## src/rtl/pdm_to_pcm.sv

```systemverilog
// rtl/pdm_to_pcm.sv - boxcar PDM-to-PCM decimator feeding a show-ahead output FIFO
// Define DC_BLOCK_EN to insert a first-order DC blocker between conversion and FIFO push.
module pdm_to_pcm #(
    parameter int DECIM      = 64,
    parameter int PCM_W      = 16,
    parameter int FIFO_DEPTH = 4,
    parameter int DC_SHIFT   = 6
) (
    input  logic                          clk,
    input  logic                          reset,
    input  logic                          en,
    input  logic                          mclk_en,
    input  logic                          pdm_bit,
    output logic [PCM_W-1:0]              pcm_data,
    output logic                          pcm_valid,
    input  logic                          pcm_ready,
    output logic [$clog2(FIFO_DEPTH):0]   fifo_level,
    output logic                          overrun,
    input  logic                          clr_ovr
);

    localparam int CW    = $clog2(DECIM);
    localparam int SHIFT = PCM_W - CW - 1;
    localparam int WW    = PCM_W + 1;
    localparam int PW    = $clog2(FIFO_DEPTH);
    localparam int LW    = PW + 1;

    localparam logic [CW-1:0]    LAST_IDX = CW'(DECIM - 1);
    localparam logic [WW-1:0]    DECIM_W  = WW'(DECIM);
    localparam logic [PCM_W-1:0] PCM_MAX  = {1'b0, {(PCM_W-1){1'b1}}};
    localparam logic [LW-1:0]    FULL_LVL = LW'(FIFO_DEPTH);

    logic [CW-1:0]    bit_idx_q, bit_idx_d;
    logic [CW:0]      ones_q, ones_d;
    logic [CW:0]      count;
    logic             win_end;
    logic [WW-1:0]    c_ext, wide;
    logic [PCM_W-1:0] conv_word;

    always_comb begin
        count     = ones_q + {{CW{1'b0}}, pdm_bit};
        win_end   = en && mclk_en && (bit_idx_q == LAST_IDX);
        bit_idx_d = bit_idx_q;
        ones_d    = ones_q;
        if (!en) begin
            bit_idx_d = '0;
            ones_d    = '0;
        end else if (mclk_en) begin
            if (win_end) begin
                bit_idx_d = '0;
                ones_d    = '0;
            end else begin
                bit_idx_d = bit_idx_q + 1'b1;
                ones_d    = count;
            end
        end
    end

    // (2c - DECIM) scaled to full range; only c == DECIM can exceed the positive limit.
    always_comb begin
        c_ext     = WW'(count);
        wide      = ((c_ext << 1) - DECIM_W) << SHIFT;
        conv_word = (!wide[PCM_W] && wide[PCM_W-1]) ? PCM_MAX : wide[PCM_W-1:0];
    end

    always_ff @(posedge clk or negedge reset) begin
        if (!reset) begin
            bit_idx_q <= '0;
            ones_q    <= '0;
        end else begin
            bit_idx_q <= bit_idx_d;
            ones_q    <= ones_d;
        end
    end

    logic             push_v_q, push_v_d;
    logic [PCM_W-1:0] push_data_q, push_data_d;

`ifdef DC_BLOCK_EN
    localparam int YW = PCM_W + 2;
    localparam logic signed [YW-1:0] Y_MAX = YW'(PCM_MAX);
    localparam logic signed [YW-1:0] Y_MIN = ~Y_MAX;

    logic                    x_v_q, x_v_d;
    logic signed [PCM_W-1:0] x_q, x_d;
    logic signed [PCM_W-1:0] x_prev_q, x_prev_d;
    logic signed [PCM_W-1:0] y_prev_q, y_prev_d;
    logic signed [PCM_W-1:0] y_shift;
    logic signed [YW-1:0]    y_wide;
    logic signed [PCM_W-1:0] y_sat;

    always_comb begin
        x_v_d   = win_end;
        x_d     = win_end ? conv_word : x_q;
        y_shift = y_prev_q >>> DC_SHIFT;
        y_wide  = {{2{x_q[PCM_W-1]}}, x_q} - {{2{x_prev_q[PCM_W-1]}}, x_prev_q}
                + {{2{y_prev_q[PCM_W-1]}}, y_prev_q} - {{2{y_shift[PCM_W-1]}}, y_shift};
        if (y_wide > Y_MAX)
            y_sat = PCM_MAX;
        else if (y_wide < Y_MIN)
            y_sat = ~PCM_MAX;
        else
            y_sat = y_wide[PCM_W-1:0];
        x_prev_d    = x_prev_q;
        y_prev_d    = y_prev_q;
        if (!en) begin
            x_prev_d = '0;
            y_prev_d = '0;
        end else if (x_v_q) begin
            x_prev_d = x_q;
            y_prev_d = y_sat;
        end
        push_v_d    = x_v_q;
        push_data_d = x_v_q ? y_sat : push_data_q;
    end

    always_ff @(posedge clk or negedge reset) begin
        if (!reset) begin
            x_v_q    <= 1'b0;
            x_q      <= '0;
            x_prev_q <= '0;
            y_prev_q <= '0;
        end else begin
            x_v_q    <= x_v_d;
            x_q      <= x_d;
            x_prev_q <= x_prev_d;
            y_prev_q <= y_prev_d;
        end
    end
`else
    always_comb begin
        push_v_d    = win_end;
        push_data_d = win_end ? conv_word : push_data_q;
    end
`endif

    always_ff @(posedge clk or negedge reset) begin
        if (!reset) begin
            push_v_q    <= 1'b0;
            push_data_q <= '0;
        end else begin
            push_v_q    <= push_v_d;
            push_data_q <= push_data_d;
        end
    end

    logic [PCM_W-1:0] mem_q [FIFO_DEPTH];
    logic [PCM_W-1:0] mem_d [FIFO_DEPTH];
    logic [PW-1:0]    wr_ptr_q, wr_ptr_d, rd_ptr_q, rd_ptr_d;
    logic [LW-1:0]    level_q, level_d;
    logic             ovr_q, ovr_d;
    logic             full, pop, do_push, drop;

    // When full, a coinciding pop frees the head slot the push lands in.
    always_comb begin
        full     = (level_q == FULL_LVL);
        pop      = (level_q != '0) && pcm_ready;
        do_push  = push_v_q && (!full || pop);
        drop     = push_v_q && full && !pop;
        mem_d    = mem_q;
        wr_ptr_d = wr_ptr_q;
        rd_ptr_d = rd_ptr_q;
        level_d  = level_q;
        if (do_push) begin
            mem_d[wr_ptr_q] = push_data_q;
            wr_ptr_d        = wr_ptr_q + 1'b1;
        end
        if (pop)
            rd_ptr_d = rd_ptr_q + 1'b1;
        if (do_push && !pop)
            level_d = level_q + 1'b1;
        else if (!do_push && pop)
            level_d = level_q - 1'b1;
        ovr_d = drop ? 1'b1 : (clr_ovr ? 1'b0 : ovr_q);
    end

    always_ff @(posedge clk or negedge reset) begin
        if (!reset) begin
            mem_q    <= '{default: '0};
            wr_ptr_q <= '0;
            rd_ptr_q <= '0;
            level_q  <= '0;
            ovr_q    <= 1'b0;
        end else begin
            mem_q    <= mem_d;
            wr_ptr_q <= wr_ptr_d;
            rd_ptr_q <= rd_ptr_d;
            level_q  <= level_d;
            ovr_q    <= ovr_d;
        end
    end

    assign pcm_data   = mem_q[rd_ptr_q];
    assign pcm_valid  = (level_q != '0);
    assign fifo_level = level_q;
    assign overrun    = ovr_q;

endmodule

```

## config.mk

```make
export PLATFORM = sky130hd
export DESIGN_NAME = pdm_to_pcm
export DESIGN_NICKNAME = d
export VERILOG_FILES = /design/src/rtl/pdm_to_pcm.sv
export SDC_FILE = /design/constraint.sdc
export NUM_CORES = 1
export LEC_CHECK = 0
export ABC_CLOCK_PERIOD_IN_PS = 6300
export CORE_MARGIN = 2
export CORE_UTILIZATION = 45
export DETAILED_ROUTE_END_ITERATION = 8
export GPL_ROUTABILITY_DRIVEN = 0
export PLACE_DENSITY = 0.69
export SYNTH_ARGS = -nofsm -noshare
export SYNTH_HDL_FRONTEND = slang
export SYNTH_SLANG_ARGS = --single-unit
```

## constraint.sdc

```tcl
create_clock -name clk -period 6.3 [get_ports clk]
set_input_delay 0.945 -clock clk [delete_from_list [all_inputs] [get_ports clk]]
set_output_delay 0.945 -clock clk [all_outputs]
set_load 0.1 [all_outputs]
```

Word-level counts from Yosys, hierarchy flattened

Index checks and enable logic that the tools add are counted.

Bits in registers: 102
Logic and storage cells: 62
Bits of input ports: 7
Output and inout bits: 21

$add $sub $neg: 7
Magnitude comparators: 3
Bitwise logic cells: 2
Multiplexer cells: 17
Reduce and logical (&&, ||, !) cells: 18
Equality and inequality tests: 3

Operators by type and width:

| cell                                                        | count |
|---|---|
| bitwise mux 64 bit                                          | 1 |
| two-way mux 16 bit                                          | 4 |
| binary-select mux 16 bit (select 2 bit)                     | 1 |
| demux 16 bit (select 2 bit)                                 | 1 |
| two-way mux 7 bit                                           | 3 |
| two-way mux 6 bit                                           | 3 |
| logical AND 1 bit                                           | 10 |
| subtractor 8 x 7 -> 8 bit (second input constant)           | 1 |
| adder 7 x 1 -> 7 bit                                        | 1 |
| adder 6 x 1 -> 6 bit (second input constant)                | 1 |
| == test 6 bit (second input constant)                       | 1 |
| >= comparator 3 bit (second input constant)                 | 2 |
| two-way mux 3 bit                                           | 2 |
| NOT 2 -> 3 bit                                              | 2 |
| adder 2 x 1 -> 2 bit (second input constant)                | 2 |
| zero test 1 bit                                             | 4 |
| nonzero test 2 bit                                          | 2 |
| adder 3 x 1 -> 3 bit (second input constant)                | 1 |
| == test 3 bit (second input constant)                       | 1 |
| less-than comparator 3 x 1 -> 1 bit (second input constant) | 1 |
| nonzero test 3 bit                                          | 1 |
| subtractor 3 x 1 -> 3 bit (second input constant)           | 1 |
| two-way mux 1 bit                                           | 2 |
| != test 2 x 1 -> 1 bit (second input constant)              | 1 |
| logical OR 1 bit                                            | 1 |

Depth between registers and ports, before layout

Depth in word-level cells: 8
Depth in mapped cells: 9
Mapped depth without buffers: 8

Worst setup path after synthesis

No wires, ideal clock.

Path type: register -> register
From: register level_q[0], in the netlist fifo_level[0]
To: register level_q[1], in the netlist fifo_level[1]
Slack: 3.163 ns
Data required time: 6.174 ns
Period minus slack after synthesis: 3.137 ns
Setup time: 0.126 ns
Data arrival time: 3.011 ns
Buffers on the path: 0
Stages on the path, launching flop included: 7
Cells stage by stage: dfrtp_1 > or3_1 > nand2_1 > ha_1 > inv_1 > fa_1 > mux2_2

Elaborated cells on any way between the ends: 15
Those cells by class: add/sub: 2; eq/ne: 1; mux: 2; reduce/logical: 10

RTL lines:

| item                   | RTL line | source |
|---|---|---|
| from (decl)            | 150      | `logic [LW-1:0] level_q, level_d;` |
| from (signal assigned) | 188      | `level_q <= level_d;` |
| nonzero test 3 bit *   | --       |  |
| net pcm_valid          | 15       | `output logic pcm_valid,` |
| logical AND 1 bit *    | 157      | `pop = (level_q != '0) && pcm_ready;` |
| logical OR 1 bit       | 158      | `do_push = push_v_q && (!full \|\| pop);` |
| logical AND 1 bit      | 158      |  |
| logical AND 1 bit *    | 170      | `if (do_push && !pop)` |
| two-way mux 3 bit *    | 170      |  |
| net level_d[1]         | 150      |  |

The timed path passes the listed nets; every way through them passes the cells marked *. The select of a mux whose other input is x is not followed.
A chain may end at the register's enable or synchronous reset.

Worst setup path after layout

From: register rd_ptr_q[0]
To: output pcm_data[8]

Longest elaborated chain between the ends: 4

RTL lines:

| item                                                  | RTL line | source |
|---|---|---|
| from (decl)                                           | 149      | `logic [PW-1:0] wr_ptr_q, wr_ptr_d, rd_ptr_q, rd_ptr_d;` |
| from (signal assigned)                                | 187      | `rd_ptr_q <= rd_ptr_d;` |
| NOT 2 -> 3 bit (implied by the code)                  | 193      | `assign pcm_data = mem_q[rd_ptr_q];` |
| binary-select mux 16 bit (select 2 bit)               | 193      |  |
| two-way mux 16 bit (implied by the code) (2 in a row) | 193      |  |
| to (decl)                                             | 14       | `output logic [PCM_W-1:0] pcm_data,` |

No other way between the ends. The select of a mux whose other input is x is not followed.

==> flow_metrics.tcl <==
set metrics [dict create \
    row_count 28 \
    grtUsageTotal_pct 15.7 \
    start_util_pct 47.3 \
    hold_class "reg -> reg" \
    antenna_found_initial 0 \
    dieArea_sq_um 6950 \
    clkPwrFrac_pct 36.3 \
    fillers 501 \
    synth_top_cell_area_share_pct 50.3 \
    grt_max_degree 58 \
    nNetsFinal 261 \
    yosys.area.top_type "dfrtp_1" \
    diodes 0 \
    synth_nets 239 \
    total_power_w 0.00106 \
    power_frac_comb_pct 22.4 \
    min_period_ns 3.63 \
    status "completed" \
    worstRegToRegCells 8 \
    slew_headroom_pct 28.0 \
    dr.max_layer_used "met4" \
    max_cap_violations 0 \
    cts_sinks 57 \
    synthesis.area_sq_um 2840 \
    grt-ovfl-total 0 \
    drc 0 \
    tns_ns 0 \
    wl_per_cell_um 14.7 \
    power_density_nw_per_um2 318 \
    cts_buffers 9 \
    p_leak_nw 1.56 \
    rsz0062_at_grt "false" \
    cts_buffer_depth 2 \
    drive_above_1_share_pct 14.8 \
    cp_data_arrival_time_ns 2.68 \
    p_seq_share_pct 41.3 \
    ctsResizeCount 0 \
    ys_ff_latch 57 \
    syn_inst 223 \
    routed_via_density 5.31 \
    path_clk_slew_ns 0.07 \
    cts_root_buffer "clkbuf_8" \
    clk_latency_ns 0.33 \
    ys_top_cells_by_area "dfrtp_1 (50%), mux2_1 (11%), mux4_2 (5.6%), ha_1 (3.5%), buf_4 (2.9%)" \
    grt_pass1_wl_um 8470 \
    vias 1727 \
    worstHoldPathCells 1 \
    cts_hold_buf 0 \
    grt_pass1_vias 1768 \
    setup_viol_count_final 0 \
    intPower_w 0.000711 \
    io_pins 28 \
    ys_seq_area_share_pct 50.3 \
    cts_max_level 3 \
    fin_skew_ns 0.00623 \
    worst_pin_slew_ns 1.08 \
    coreArea_sq_um 5990 \
    cp-end-kind "output port" \
    crit_fanout 10 \
    period_share_pct 57.5 \
    swShare_pct 32.8 \
    dp_hpwl_um 3260 \
    r2r_setup_slack_ns 3.60 \
    wl_met1_um 2200 \
    final_util_pct 55.5 \
    dieWidth_um 83.4 \
    ir_drop_mv 0.292 \
    synthToLayoutAreaGrowth_pct 17.3 \
    wl_met3_um 266 \
    start_kind "flip-flop" \
    power.switching_w 0.000347 \
    syn_avg_cell_area_sq_um 12.7 \
    hold_viol_final 0 \
    finalMaxSlewViolations 0 \
    wl_met2_um 2230 \
    first_pass_iters 4 \
    first_iter_violations 50 \
    cts_tree "built" \
    postRouteAntennaNets 0 \
    die_y_um 83.4 \
    yosys_warnings 0 \
    required_ns 5.35 \
    max_freq_mhz 276 \
    synth_cell_types 44 \
    wl_um 4770 \
    portBuffers 27 \
    postCtsSetupBuffers 0 \
    criticalPathCategory "reg -> out" \
]
[logic make-up after synthesis]
logic type	count (synthesis)	synth area share [%]
flip-flops	57	50.3
AND/OR/NAND/NOR	53	11.8
multiplexers	37	17.4
AO/OA/AOI/OAI	29	7.24
buffers and inverters	24	4.68
XOR/XNOR	14	4.32
adder cells (fa/ha/maj)	9	4.24
[registers in the layout, indices dropped and copies added (netlist names)]
signal	count
rd_ptr_q	2
fifo_level	3
ones_q	7
push_v_q	1
mem_q	28
push_data_q	7
bit_idx_q	6
wr_ptr_q	2
overrun	1
[cell type report]
class | count | area [sq um] | share of cell area, %
clock buffer | 11 | 151 | 4.55
clock inverter | 5 | 77.6 | 2.33
inverter | 7 | 26.3 | 0.790
multi-input combinational | 142 | 1280 | 38.4
sequential | 57 | 1430 | 42.9
tap | 75 | 93.8 | 2.82
timing repair buffer | 28 | 273 | 8.20
[critical path: stages, from the launching register on]
cell,delay [ns]
dfrtp_1,0.67
mux4_2,0.66
clkdlybuf4s50_1,1.01
[power by group through the flow]
stage	combinational (W)	sequential (W)	clock, W
after CTS	0.000239	0.000439	0.000397
final	0.000237	0.000437	0.000384
after detailed placement	0.000238	0.000445	0
after global routing	0.000248	0.000444	0.000413
after floorplan	0.000140	0.000486	0
after global placement	0.000235	0.000445	0
[Yosys cell counts (all sizes together)]
| library cell | n |
|---|---|
| o22ai | 3 |
| mux4 | 7 |
| nor3 | 2 |
| and2 | 1 |
| nand2b | 4 |
| clkbuf | 4 |
| fa | 1 |
| o21a | 1 |
| nand3 | 10 |
| ha | 8 |
| nand3b | 2 |
| buf | 13 |
| or3 | 5 |
| and3 | 1 |
| inv | 7 |
| nand4 | 2 |
| nor4 | 1 |
| nor2b | 3 |
| nand4b | 1 |
| or2 | 1 |
| nand2 | 14 |
| mux2i | 1 |
| xnor2 | 7 |
| a21boi | 2 |
| a21oi | 6 |
| mux2 | 29 |
| nor2 | 5 |
| o22a | 5 |
| dfrtp | 57 |
| nor4b | 1 |
| a31o | 3 |
| o21ai | 7 |
| xor2 | 7 |
| o31ai | 1 |
| o211ai | 1 |
[through the flow]
stage,instances,hold WS [ns],cell area (sq um),setup WS [ns]
finish,325,0.488,3320,2.67
global route,325,0.507,3320,2.51
CTS,325,0.491,3320,2.61
detailed placement,309,0.476,3100,2.67
global placement,309,0.468,3100,2.75
floorplan,223,0.442,2840,3.16
[worst paths after layout]
kind                          startpoint            end
setup / recovery             rd_ptr_q[0]    pcm_data[8]
hold / removal                 mem_q[12]      mem_q[12]
max in group asynchronous          reset      ones_q[5]
min in group asynchronous          reset      mem_q[60]
hold reg to reg                mem_q[12]      mem_q[12]
setup reg to reg           fifo_level[2]  fifo_level[2]
[per-layer routing]
metal | global-route usage [%] | up-vias
met5 | 0 | -
met4 | 5.07 | 0
met3 | 7.16 | 7
met2 | 24.6 | 41
met1 | 19.4 | 845
li1 | - | 834
[cell usage in the layout (no fill, tap or decap), types with 6 or more instances in the layout]
master and n:
mux2_1 28, clkdlybuf4s50_1 26, xnor2_1 7, dfrtp_1 57, a21oi_1 6, mux4_2 7, clkbuf_8 11, inv_1 6
ha_1 8, xor2_1 7, nand3_1 9, nand2_1 8
Power figures use the tool's default switching activity.
